File: config.mk
export PLATFORM = sky130hd
export DESIGN_NAME = ex_div
export DESIGN_NICKNAME = d
export VERILOG_FILES = /design/src/rtl/ex_div.sv
export SDC_FILE = /design/constraint.sdc
export NUM_CORES = 1
export LEC_CHECK = 0
export ABC_AREA = 1
export CAP_MARGIN = 10
export CORE_MARGIN = 4
export CORE_UTILIZATION = 30
export CTS_BUF_LIST = sky130_fd_sc_hd__clkbuf_4
export DETAILED_ROUTE_END_ITERATION = 8
export PLACE_DENSITY = 0.44
export SLEW_MARGIN = 40
export SYNTH_ARGS = -nofsm -noshare
export SYNTH_HDL_FRONTEND = slang
export SYNTH_SLANG_ARGS = --single-unit
File: constraint.sdc
create_clock -name clk -period 6.75 [get_ports clk]
set_input_delay 2.025 -clock clk [delete_from_list [all_inputs] [get_ports clk]]
set_output_delay 2.025 -clock clk [all_outputs]
set_load 0.02 [all_outputs]
File: src/rtl/ex_div.sv
// Multi-cycle radix-2 restoring divider (DIV/DIVU) for the EX stage; result is {remainder, quotient}.
// Optional macro DIV_ZERO_FAST_EN: a zero divisor skips the iteration loop via the ZERO state.
module ex_div #(
    parameter int WIDTH = 32
) (
    input  logic               clk,
    input  logic               rst,
    input  logic               signed_div_i,
    input  logic [WIDTH-1:0]   opdata1_i,
    input  logic [WIDTH-1:0]   opdata2_i,
    input  logic               start_i,
    input  logic               annul_i,
    output logic [2*WIDTH-1:0] result_o,
    output logic               ready_o
);

    localparam int CW = $clog2(WIDTH + 1);

    typedef enum logic [1:0] {ST_IDLE, ST_RUN, ST_END, ST_ZERO} state_t;

    state_t             state_reg, state_next;
    logic [CW-1:0]      cnt_reg, cnt_next;
    logic [WIDTH-1:0]   dvd_reg, dvd_next;
    logic [WIDTH-1:0]   rem_reg, rem_next;
    logic [WIDTH-1:0]   dsr_reg, dsr_next;
    logic [WIDTH-1:0]   zrem_reg, zrem_next;
    logic               neg_q_reg, neg_q_next;
    logic               neg_r_reg, neg_r_next;
    logic               zero_reg, zero_next;
    logic [2*WIDTH-1:0] result_reg, result_next;
    logic               ready_reg, ready_next;

    logic               neg1, neg2;
    logic [WIDTH-1:0]   mag1, mag2;
    logic [WIDTH:0]     part, diff;
    logic               q_bit;
    logic [WIDTH-1:0]   q_final, r_final;
    logic [2*WIDTH-1:0] final_result;

    // Unsigned W-bit magnitude equals the low bits of the W+1-bit negation, so MIN maps to 2^(W-1).
    assign neg1 = signed_div_i & opdata1_i[WIDTH-1];
    assign neg2 = signed_div_i & opdata2_i[WIDTH-1];
    assign mag1 = neg1 ? (~opdata1_i + WIDTH'(1)) : opdata1_i;
    assign mag2 = neg2 ? (~opdata2_i + WIDTH'(1)) : opdata2_i;

    // One restoring step: quotient bits shift into the low end of the dividend register.
    assign part  = {rem_reg, dvd_reg[WIDTH-1]};
    assign diff  = part - {1'b0, dsr_reg};
    assign q_bit = ~diff[WIDTH];

    assign q_final      = neg_q_reg ? (~dvd_reg + WIDTH'(1)) : dvd_reg;
    assign r_final      = neg_r_reg ? (~rem_reg + WIDTH'(1)) : rem_reg;
    assign final_result = zero_reg ? {zrem_reg, {WIDTH{1'b1}}} : {r_final, q_final};

    always_ff @(posedge clk or negedge rst) begin
        if (!rst) begin
            state_reg  <= ST_IDLE;
            cnt_reg    <= '0;
            dvd_reg    <= '0;
            rem_reg    <= '0;
            dsr_reg    <= '0;
            zrem_reg   <= '0;
            neg_q_reg  <= 1'b0;
            neg_r_reg  <= 1'b0;
            zero_reg   <= 1'b0;
            result_reg <= '0;
            ready_reg  <= 1'b0;
        end else begin
            state_reg  <= state_next;
            cnt_reg    <= cnt_next;
            dvd_reg    <= dvd_next;
            rem_reg    <= rem_next;
            dsr_reg    <= dsr_next;
            zrem_reg   <= zrem_next;
            neg_q_reg  <= neg_q_next;
            neg_r_reg  <= neg_r_next;
            zero_reg   <= zero_next;
            result_reg <= result_next;
            ready_reg  <= ready_next;
        end
    end

    always_comb begin
        state_next = state_reg;
        cnt_next   = cnt_reg;
        dvd_next   = dvd_reg;
        rem_next   = rem_reg;
        dsr_next   = dsr_reg;
        zrem_next  = zrem_reg;
        neg_q_next = neg_q_reg;
        neg_r_next = neg_r_reg;
        zero_next  = zero_reg;
        case (state_reg)
            ST_IDLE: begin
                if (start_i && !annul_i) begin
                    dvd_next   = mag1;
                    dsr_next   = mag2;
                    rem_next   = '0;
                    cnt_next   = '0;
                    neg_q_next = neg1 ^ neg2;
                    neg_r_next = neg1;
                    zero_next  = (opdata2_i == '0);
`ifdef DIV_ZERO_FAST_EN
                    zrem_next  = '0;
                    state_next = (opdata2_i == '0) ? ST_ZERO : ST_RUN;
`else
                    zrem_next  = opdata1_i;
                    state_next = ST_RUN;
`endif
                end
            end
            ST_RUN: begin
                if (annul_i) begin
                    state_next = ST_IDLE;
                end else begin
                    rem_next = q_bit ? diff[WIDTH-1:0] : part[WIDTH-1:0];
                    dvd_next = {dvd_reg[WIDTH-2:0], q_bit};
                    cnt_next = cnt_reg + CW'(1);
                    if (cnt_reg == CW'(WIDTH - 1))
                        state_next = ST_END;
                end
            end
            ST_END: begin
                if (ready_reg && !start_i)
                    state_next = ST_IDLE;
            end
`ifdef DIV_ZERO_FAST_EN
            ST_ZERO: state_next = ST_END;
`endif
            default: state_next = ST_IDLE;
        endcase
    end

    // First END edge registers the result; it is then held until EX drops start_i.
    always_comb begin
        result_next = '0;
        ready_next  = 1'b0;
        if (state_reg == ST_END) begin
            if (!ready_reg) begin
                result_next = final_result;
                ready_next  = 1'b1;
            end else if (start_i) begin
                result_next = result_reg;
                ready_next  = 1'b1;
            end
        end
    end

    assign result_o = result_reg;
    assign ready_o  = ready_reg;

endmodule

* Word level (Yosys, flattened, before mapping)
Cells that the tools add are included.
** Operators by class
- Add/subtract/negate cells :: 6
- Reduce and logical (&&, ||, !) cells :: 10
- Equal/unequal tests :: 8
- Bitwise gates (word level) :: 8
- Mux-type cells :: 26
** Operators with widths (number)
- 32-bit 2-to-1 mux :: 9
- 64-bit 2-to-1 mux :: 4
- 32-bit by 1-bit adder with 32-bit output (second input constant) :: 4
- 32-bit NOT :: 4
- 32-bit case mux with 2 select lines :: 2
- 33-bit by 32-bit subtractor with 33-bit output :: 1
- 32-bit zero test :: 1
- 6-bit 2-to-1 mux :: 2
- 6-bit case mux with 2 select lines :: 1
- 2-bit 2-to-1 mux :: 4
- 6-bit by 1-bit adder with 6-bit output (second input constant) :: 1
- 6-bit by 5-bit == test with 1-bit output (second input constant) :: 1
- 2-bit != test (second input constant) :: 3
- 3-bit != test (second input constant) :: 2
- 2-bit case mux with 3 select lines :: 1
- 3-bit AND reduction :: 2
- 1-bit 2-to-1 mux :: 3
- 1-bit AND :: 2
- 2-bit by 1-bit == test with 1-bit output (second input constant) :: 1
- 2-bit == test (second input constant) :: 1
- 1-bit logical AND :: 2
- 1-bit zero test :: 2
- 2-bit zero test :: 1
- 2-bit AND reduction :: 1
- 3 further kinds :: 3
** Storage, ports and cells
- Output and inout bits :: 65
- Word-level logic and storage cells :: 69
- Register bits :: 204
- Input port bits :: 69

* Logic depth before layout (Yosys ltp)
- Depth after elaboration :: 6
- Gate-level depth with buffers :: 18
- Gate-level depth less buffers :: 17

* Least setup slack after synthesis
No wires, ideal clock.
- Kind :: input to register
- Start point :: in opdata1_i[0]
- End point :: reg dvd_reg[26]
- Arrival :: 3.270 ns
- Stages on the path :: 11
- Setup time :: 0.133 ns
- Data required time :: 6.617 ns
- Path buffers :: 0
- Setup slack :: 3.347 ns
- Cells stage by stage :: inv_1 -> ha_1 -> nand3_1 -> nor2_1 -> nand2_1 -> nor2_1 -> nand3_1 -> nand2_1 -> nand2_1 -> xnor2_1 -> o21ai_0
** Between the ends
- Word-level cells in the longest chain between the ends :: 5
** RTL lines
- start: declaration :: line 9 : input logic [WIDTH-1:0] opdata1_i,
- 32-bit NOT :: line 43 : assign mag1 = neg1 ? (~opdata1_i + WIDTH'(1)) : opdata1_i;
- 32-bit by 1-bit adder with 32-bit output :: line 43
- 32-bit 2-to-1 mux :: line 43
- 32-bit 2-to-1 mux :: line 95 : if (start_i && !annul_i) begin
- 32-bit case mux with 2 select lines :: line 93 : case (state_reg)
- end signal: assignment :: line 71 : dvd_reg <= dvd_next;
- end: declaration :: line 23 : logic [WIDTH-1:0] dvd_reg, dvd_next;
Every way passes these cells. The select of a mux whose other input is x is not followed.
A chain may end at the register's enable or synchronous reset.

* Final worst setup path
- Start point :: in annul_i
- End point :: reg dvd_reg[21]
** Between the ends
- Word-level cells in the longest chain between the ends :: 4
- Elaborated cells between the ends (all ways) :: 5
- Classes of those cells :: eq/ne (2); reduce/logical (3)
** RTL lines
- start: declaration :: line 12 : input logic annul_i,
- 1-bit zero test :: line 95
- 1-bit logical AND :: line 95
- 2-bit != test (no line)
- 3-bit AND reduction (no line) *
Mark *: on every way between the ends. The rest lies on a longest branch, timed or not.

==> PnR_summary.wiki <==
{| class="wikitable"
! Metric !! Value
|-
| Via density per instance || 4.922
|-
| Setup repair after global routing missed its margin || no
|-
| Result of the run || complete, no violations
|-
| Time the worst path needs with I/O delays and setup || roughly 3.8 ns
|-
| Post-CTS setup buffer count || 0
|-
| GR peak layer || met1
|-
| Routing usage on met1 || 0.3175
|-
| Total power divided by cell area || 310.2 nW/µm²
|-
| Gp weighted congestion || between 0.9 and 1
|-
| Netlist area before placement || 15020 µm²
|-
| Vias after detailed routing || 15490
|-
| GR Util met3 || 0.03312
|-
| Total die area || 53720 µm²
|-
| Wire length of the first global-routing pass || around 87 mm
|-
| Max reg flops || between 60 and 70
|-
| Setup TNS || 0 ns
|-
| Post-Place Setup Slack || about 2.2 ns
|-
| GR Util All Layers || 0.2064
|-
| Post-Synthesis Net Count || around 2400
|-
| Adder and majority gate portion of the synthesized area || 0.03215
|-
| Highest-delay cell along the critical path || buf_4
|-
| Crit path capture type || flip-flop
|-
| Most common cell on crit path || buf_4
|-
| Number of max-slew violations in the final report || 0
|-
| Latest clock arrival within the worst-skew pair || 0.75 ns
|-
| Max Fclk || ~0.26 GHz
|-
| Highest cell delay on the worst timing path || 0.68 ns
|-
| Number of design-rule violations left by the first detailed-router iteration || around 1200
|-
| Final count of negative-setup-slack endpoints || 0
|-
| Gate count after technology mapping || between 2000 and 2500
|-
| Worst-case headroom to the max-slew limit || 0.4816
|-
| Crit path DAT || roughly 4.4 ns
|-
| Number of warnings printed during yosys synthesis || 0
|-
| Clock Sink Count || around 200
|-
| Synthesis-stage register bit count || ~200
|-
| Critical Path, Cell by Cell || clkdlybuf4s50_1 > nor3_4 > buf_4 > clkinv_2 > buf_4 > buf_4 > nor2_1 > nand3_1 > nand3_1
|-
| Most frequently used cell type in the post-synthesis netlist || nand2_1
|-
| CTS tree || built
|-
| Placement Cell Area || roughly 17000 µm²
|-
| Layout area overhead || 18.17%
|-
| Type of the most critical hold path || flip-flop to flip-flop
|-
| Leading register cell type out of synthesis || dfrtp_1
|-
| Yosys top cell area share || 0.3398
|-
| Count of buffer and inverter cells on the critical path || 5
|-
| Maximum fanout count along the critical path || 78
|-
| Number of global-route vias before repair || 14730
|-
| Critical path class || input pin to flip-flop
|-
| ANT nets after route || 0
|-
| Highest ir drop seen on vdd || about 140 µV
|-
| Pleak || ~9.3 nW
|-
| Portion of netlist area occupied by mux cells || 0
|-
| Root buffer cell || clkbuf_4
|-
| EDFF count, synth || 0
|-
| Clock skew after layout || 0.09860 ns
|-
| Wire length reported by the detailed router || between 50 and 60 mm
|-
| Register clock-pin slew on the reported worst setup and hold paths || 0.06 ns
|-
| Fraction of final layout cells sized beyond drive strength 1 || 0.07013
|-
| Synthesized-area fraction occupied by and/or/nand/nor cells || 0.3762
|-
| # hold bufs at CTS || 0
|-
| XOR/XNOR Fraction of Synth Area || 0.03498
|-
| Category of the worst setup path launch point || input pin
|-
| Post-layout instance area || approximately 18000 µm²
|-
| I/O pins || between 100 and 150
|-
| Number of placement rows || 81
|-
| Setup ws final || around 2.9 ns
|-
| Initial antenna violation count || 2
|-
| Commonest cells post-synth || nand2_1 (758), inv_1 (293), nand3_1 (212), dfrtp_1 (204), nor2_1 (203)
|-
| Required time worst endpoint || 7.35 ns
|-
| TritonCTS buffer count || about 70
|-
| Detailed-placement wirelength estimate || roughly 43 mm
|-
| Count of cells resized by post-cts repair || 0
|-
| Residual DRC || 0
|-
| Family with the most delay on the worst path || buffers and inverters
|-
| GR Layer Usage met2 || 0.2963
|-
| First-pass iteration count of the detailed router || 5
|-
| Die Width || 231.8 µm
|-
| H-tree levels || 3
|-
| Period Utilization, post-route || 0.5685
|-
| Largest net degree at the start of global routing || 84
|-
| Vertical extent of the die || approximately 230 µm
|-
| Avg Inst Size Synth || roughly 6.5 µm²
|-
| Number of port buffers || around 130
|-
| Global route overflow || 0
|-
| Clock Tree Buf Depth || 3
|-
| Post-synthesis cell type count || 52
|-
| Area contributors post-synth || dfrtp_1 (34%), nand2_1 (19%), inv_1 (7.3%)
|-
| Largest family of logic cells by synthesized area || simple AND/OR/NAND/NOR gates
|-
| Detailed-route wire length per cell || 17.86 µm
|-
| Complex-gate fraction of the synthesized area || 0.1187
|-
| Fraction of registers with async set or reset after synthesis || 1.000
|-
| Final #Nets || 2557
|-
| Maxcap violations || 0
|-
| Effective utilization at floorplan || 0.3050
|-
| Cell type contributing the most total cell area after synthesis || dfrtp_1
|-
| Core outline area || 49250 µm²
|-
| Sequential share of the synthesized area || 0.3398
|-
| Least-Margin Pin Slew || slightly below 0.8 ns
|-
| Fin. Hold Viols || 0
|}
## per-stage QoR
stage / power [mW] / utilization / hold slack [ns] / instances
detailed placement: 4.311 / 0.3453 / 0.4624 / 3044
global route: 5.986 / 0.3604 / 0.4922 / 3147
finish: 5.508 / 0.3604 / 0.4650 / 3147
CTS: 5.564 / 0.3602 / 0.4697 / 3145
global placement: 4.300 / 0.3447 / 0.4469 / 3043
floorplan: 3.409 / - / 0.4283 / 2305
## final timing paths
| check | start | depth (start not counted) | slack, ns | end |
|---|---|---|---|---|
| max in group asynchronous | rst | 2 | 4.62 | dvd_reg[29] |
| worst min register to register | cnt_reg[5] | 1 | 0.47 | cnt_reg[5] |
| min in group asynchronous | rst | 1 | 1.24 | rem_reg[7] |
| worst min-delay path | cnt_reg[5] | 1 | 0.47 | cnt_reg[5] |
| worst max register to register | dvd_reg[31] | 16 | 3.64 | rem_reg[31] |
| worst max-delay path | annul_i | 9 | 2.91 | dvd_reg[21] |
## power breakdown
| group | internal, mW | leakage (nW) | total, mW | switching, mW |
|---|---|---|---|---|
| registers | 1.53 | 2.68 | 1.81 | 0.282 |
| logic | 0.795 | 6.16 | 2.50 | 1.70 |
| clock network | 0.618 | 0.446 | 1.19 | 0.577 |
| total | 2.95 | 9.29 | 5.51 | 2.56 |
## cell type report
class	count	area (µm²)
clock buffer	92	690.7
antenna	2	5.005
fill	5457	31500
multi-input combinational	1728	8463
inverter	300	1127
timing repair buffer	148	1485
sequential	204	5105
tap	664	830.8
clock inverter	9	45.04
## cells in the final DEF (no fill, tap or decap), drive strengths merged, types with 10 or more instances in the layout
master,n
nand2,792
inv,298
nand3,215
nor2,208
dfrtp,204
o21ai,165
clkdlybuf4s50,132
clkbuf,92
a21oi,71
xor2,46
ha,37
nor3,37
nand4,33
a22oi,28
buf,16
xnor2,14
nand3b,14
o211ai,11
o221ai,10
clkinv,10
## cells by family after synthesis
kind of cell / after synthesis
fa+ha+maj: 38
xor+xnor: 60
flops: 204
simple gates: 1319
buf+inv: 373
compound gates: 311
## metal layers
layer | vias to the layer above | routed length [µm]
met5 | - | 0
met1 | 7269 | 28620
met3 | 61 | 3086
li1 | 7708 | -
met4 | 0 | 1096
met2 | 450 | 23410
Note: power is estimated with default switching activity, not from simulation.
